### src/rtl/control_unit.sv
// Multi-cycle control FSM for the accumulator CPU: sequences fetch, decode,
// optional indirect-address load and execute, and decodes all datapath controls.
module control_unit (
   input  logic       clk,
   input  logic       rst,
   input  logic [7:0] IReg_Data_Out,
   input  logic [7:0] Acc_Data_Out,
   input  logic       Mem_Ready,
   output logic       IReg_En,
   output logic       PC_En,
   output logic       IAR_En,
   output logic       Acc_En,
   output logic       IReg_Buffer_Sel,
   output logic       PC_Buffer_Sel,
   output logic       IAR_Buffer_Sel,
   output logic       Acc_Buffer_Sel,
   output logic       Mux_PC_Add_Sel,
   output logic       Mux_PC_In_Sel,
   output logic [1:0] Mux_Acc_In_Sel,
   output logic [1:0] ALU_Sel,
   output logic       Mem_Rd,
   output logic       Mem_Wr,
   output logic       Halted
);

   localparam logic [2:0] FETCH  = 3'd0;
   localparam logic [2:0] DECODE = 3'd1;
   localparam logic [2:0] EXEC   = 3'd2;
   localparam logic [2:0] INDIR  = 3'd3;
   localparam logic [2:0] HALT   = 3'd4;

   logic [2:0] state, state_nxt;
   logic [3:0] opcode;
   logic       via_iar;
   logic       operand_unused;

   assign opcode         = IReg_Data_Out[7:4];
   assign via_iar        = (opcode == 4'hA) || (opcode == 4'hB);
   assign operand_unused = ^IReg_Data_Out[3:0];

   always_ff @(posedge clk) begin
      if (!rst)
         state <= FETCH;
      else
         state <= state_nxt;
   end

   // Outputs stay at their zero defaults whenever reset is asserted.
   always_comb begin
      state_nxt       = state;
      IReg_En         = 1'b0;
      PC_En           = 1'b0;
      IAR_En          = 1'b0;
      Acc_En          = 1'b0;
      IReg_Buffer_Sel = 1'b0;
      PC_Buffer_Sel   = 1'b0;
      IAR_Buffer_Sel  = 1'b0;
      Acc_Buffer_Sel  = 1'b0;
      Mux_PC_Add_Sel  = 1'b0;
      Mux_PC_In_Sel   = 1'b0;
      Mux_Acc_In_Sel  = 2'b00;
      ALU_Sel         = 2'b00;
      Mem_Rd          = 1'b0;
      Mem_Wr          = 1'b0;
      Halted          = 1'b0;
      if (rst) begin
         case (state)
            FETCH: begin
               PC_Buffer_Sel = 1'b1;
               Mem_Rd        = 1'b1;
               if (Mem_Ready) begin
                  IReg_En   = 1'b1;
                  state_nxt = DECODE;
               end
            end
            DECODE: begin
               PC_En          = 1'b1;
               Mux_PC_Add_Sel = 1'b1;
               Mux_PC_In_Sel  = 1'b1;
               if (via_iar)
                  state_nxt = INDIR;
               else if (opcode == 4'hF)
                  state_nxt = HALT;
               else
                  state_nxt = EXEC;
            end
            INDIR: begin
               IReg_Buffer_Sel = 1'b1;
               Mem_Rd          = 1'b1;
               if (Mem_Ready) begin
                  IAR_En    = 1'b1;
                  state_nxt = EXEC;
               end
            end
            EXEC: begin
               state_nxt = FETCH;
               case (opcode)
                  4'h1: begin
                     Acc_En         = 1'b1;
                     Mux_Acc_In_Sel = 2'b01;
                  end
                  // Loads and ALU ops share one read path; bit 2 picks the ALU as source.
                  4'h2, 4'h4, 4'h5, 4'h6, 4'h7, 4'hA: begin
                     IReg_Buffer_Sel = !via_iar;
                     IAR_Buffer_Sel  = via_iar;
                     Mem_Rd          = 1'b1;
                     if (Mem_Ready) begin
                        Acc_En         = 1'b1;
                        Mux_Acc_In_Sel = opcode[2] ? 2'b11 : 2'b10;
                        ALU_Sel        = opcode[2] ? opcode[1:0] : 2'b00;
                     end else begin
                        state_nxt = EXEC;
                     end
                  end
                  4'h3, 4'hB: begin
                     IReg_Buffer_Sel = !via_iar;
                     IAR_Buffer_Sel  = via_iar;
                     Acc_Buffer_Sel  = 1'b1;
                     Mem_Wr          = 1'b1;
                     if (!Mem_Ready)
                        state_nxt = EXEC;
                  end
                  4'h8: begin
                     PC_En         = 1'b1;
                     Mux_PC_In_Sel = 1'b1;
                  end
                  4'h9: begin
                     if (Acc_Data_Out == 8'h00) begin
                        PC_En         = 1'b1;
                        Mux_PC_In_Sel = 1'b1;
                     end
                  end
                  default: ;
               endcase
            end
            HALT: begin
               Halted = 1'b1;
            end
            default: state_nxt = FETCH;
         endcase
      end
   end

endmodule

### config.mk
export PLATFORM = sky130hd
export DESIGN_NAME = control_unit
export DESIGN_NICKNAME = d
export VERILOG_FILES = /design/src/rtl/control_unit.sv
export SDC_FILE = /design/constraint.sdc
export NUM_CORES = 1
export LEC_CHECK = 0
export ABC_AREA = 1
export CAP_MARGIN = 25
export CORE_AREA = 2 2 39 41
export DETAILED_ROUTE_END_ITERATION = 10
export DIE_AREA = 0 0 41 43
export DONT_BUFFER_PORTS = 1
export GPL_ROUTABILITY_DRIVEN = 1
export PLACE_DENSITY_LB_ADDON = 0.2
export SYNTH_ARGS = -nofsm -noshare
export SYNTH_HDL_FRONTEND = slang
export SYNTH_SLANG_ARGS = --single-unit
export TNS_END_PERCENT = 10
### constraint.sdc
create_clock -name clk -period 1.1 [get_ports clk]
set_input_delay 0.055 -clock clk [delete_from_list [all_inputs] [get_ports clk]]
set_output_delay 0.055 -clock clk [all_outputs]
set_load 0.01 [all_outputs]
==> run_results.csv <==
group,metric,value,unit
timing,worst_pin_slew,0.337,ns
timing,setup-tns-final,-1.60,ns
worst_hold_path,hold-path-endpoint,"state[2]",
clocking,numCtsBuffers,3,
global_route,grt_pass1_vias,462,
synth,synthSimpleGateAreaFrac,62.3,%
pwr,leakagePower,0.254,nW
synth,synth_compound_area_share,10.7,%
global_route,grt_pass1_wl,1.93,mm
synth,muxShareOfSynthArea,0,%
setup_path,r2r_setup_slack,0.14,ns
final_layout,diodes,0,
timing,min_period,1.26,ns
drt,finalWirelength,1.11,mm
setup_path,cp-end-kind,"output port",
timing,layout_setup_ws,-0.164,ns
global_route,grt_usage,15.4,%
die,die_w,41,µm
drt,ant_nets,0,
timing,min_period_over_period,115,%
synth,netlist_instances,77,
die,start_util,31.2,%
worst_hold_path,min_from,"IReg_Data_Out[6]",
flow_run,drv_cap,0,
status,violations,"negative setup slack",
place,place_congestion,0.803,
global_route,grt_start_max_net_pins,9,
timing,finalSetupViolations,16,
place,numPortBuffers,0,
timing,maxSlewViolCount,0,
clocking,clock_latency,0.23,ns
timing,rsz0062_at_grt,"true",
final_layout,layout.nets,104,
worst_hold_path,min_path_type,"primary input to flip-flop",
die,die_h,43,µm
synth,ys_seq_area_share,13.9,%
final_layout,area_delta_synth_final,26.7,%
timing,report.final.hold_viol_count,0,
setup_path,critical_path_class,"flip-flop to output port",
synth,synth_nets,96,
clocking,htree_levels,1,
clocking,cts-root-buf,"clkbuf_4",
drt,drc_errors,0,
clocking,clkSlewWorstSetupHoldPaths,0.04,ns
setup_path,worstPathRequired,1.04,ns
synth,synth_cell_types,21,
die,io_pins,36,
timing,fin_skew,0.00130,ns
drt,routedWlPerCell,11.1,µm
worst_hold_path,holdPathStages,2,
final_layout,drive_gt1_share,35.7,%
pwr,ir_drop,567,µV
final_layout,post-route-util,39.5,%
clocking,cts_tree,"yes",
synth,ys_ff_latch,3,
drt,drt_iter0_drc,7,
clocking,cts.sinks,3,
final_layout,largest-register,"state",
synth,ys_warn_count,0,
final_layout,fin_area,547,µm²
setup_path,critPathLaunchType,"flip-flop",
pwr,power.density,1010,nW/µm²
global_route,grt_overflow,0,
setup_path,reg2regPathDepth,7,
clocking,cts_buffer_depth,2,
status,status,"finished, violations left",
place,dp_hpwl,907,µm
place,dp_slack,0.0386,ns
clocking,cts_setup_buffers,0,
setup_path,r2r-start,"state[0]",
synth,synth-xor-area-share,0,%
timing,fmax,791,MHz
die,core_area,1380,µm²
setup_path,critPathMaxFanout,6,
die,die_area,1760,µm²
global_route,antenna_found_initial,0,
final_layout,reg_top3,"state: 3 flops",
setup_path,regToRegEndpoint,"state[0]",
final_layout,final_cell_mix,"17 x nand2_1, 12 x nor2_1, 8 x inv_1",
timing,max_slew_margin,77.5,%
synth,synth_area,432,µm²
final_layout,largest_reg_flops,3,
synth,synth_top_family_by_area,"simple AND/OR/NAND/NOR gates",
drt,drt-pass1-iter-count,4,
drt,via_count,507,
final_layout,final_common_cell,"nand2_1",
place,placedInstanceArea,473,µm²
setup_path,worstPathArrival,1.21,ns
synth,syn_avg_cell_area,5.61,µm²
synth,synth_fa_ha_area_share,0,%
die,rows,14,
drt,viasPerCell,5.07,
==> cell families (layout without fill, tap and decap cells) <==
| kind of cell | after synthesis | after routing |
|---|---|---|
| AOI/OAI and AO/OA | 7 | 7 |
| DFF | 3 | 3 |
| and+or+nand+nor | 54 | 54 |
| buffers and inverters | 13 | 20 |
==> report_power, final <==
part           internal, mW  switching [mW]
Combinational        0.0813           0.150
Sequential            0.122         0.00757
Clock                 0.136          0.0581
Total                 0.339           0.216
==> per-layer routing <==
layer / GRT usage (%) / share of wire [%] / up-vias
met5: 0 / 0 / -
met4: 2.67 / 0 / 0
li1: - / - / 259
met2: 20.6 / 45 / 23
met1: 22.9 / 46 / 225
met3: 6.28 / 9.0 / 0
==> worst max-delay path, stage by stage (launching register included) <==
cell	delay [ns]
dfxtp_2	0.35
nor2_4	0.15
nand2_4	0.08
inv_2	0.08
nand2_4	0.08
nor3_4	0.23
==> per-stage QoR <==
stage	hold WS [ns]	cells	total power, mW
detailed placement	0.162	95	0.339
floorplan	0.153	77	0.295
global route	0.0361	100	0.613
global placement	0.161	95	0.338
finish	0.0305	100	0.555
CTS	0.0280	100	0.551
==> cell type report <==
cell class              count  area, µm²
inverters                  11       41.3
flip-flops and latches      3       62.6
repair buffers              5       40.0
clock buffers               4       26.3
multi-input cells          61        357
fillers                   168        837
well taps                  16       20.0
==> how the worst max path moves through the flow <==
stage | start | end | cells past startpoint
3_3_place_gp | state[1] | Acc_Buffer_Sel | 6
5_1_grt | state[1] | Mem_Rd | 4
4_1_cts | state[1] | Mem_Rd | 4
2_1_floorplan | state[1] | Mem_Wr | 7
3_5_place_dp | state[2] | Acc_Buffer_Sel | 5
6_report | state[2] | Mem_Wr | 5
==> cells in the mapped netlist <==
master     n  share of area, %
nor2_4     1               2.6
a211oi_1   1               1.7
nand2_4    1               2.6
a21oi_2    1               2.0
a31oi_1    1               1.5
dfxtp_1    3                14
a21oi_1    1               1.2
nor2_1    17                15
buf_4      2               3.5
nand3_2    2               4.6
nor3_2     3               7.0
nand4_1    2               2.9
inv_1      8               7.0
nand2_1   18                16
nor3_1     3               3.5
inv_2      3               2.6
nand3_1    5               5.8
o21bai_1   1               1.7
o22ai_1    1               1.5
nand2_2    2               2.9
o21ai_0    1               1.2
==> timing repair <==
item | CTS | global route
resized for setup | 7 | 5
pin swaps | 0 | 1
hold endpoints to repair | 1 | 0
hold buffers | 1 | 0
endpoints found under the setup margin | 17 | 18
(Power assumes the default switching activity.)
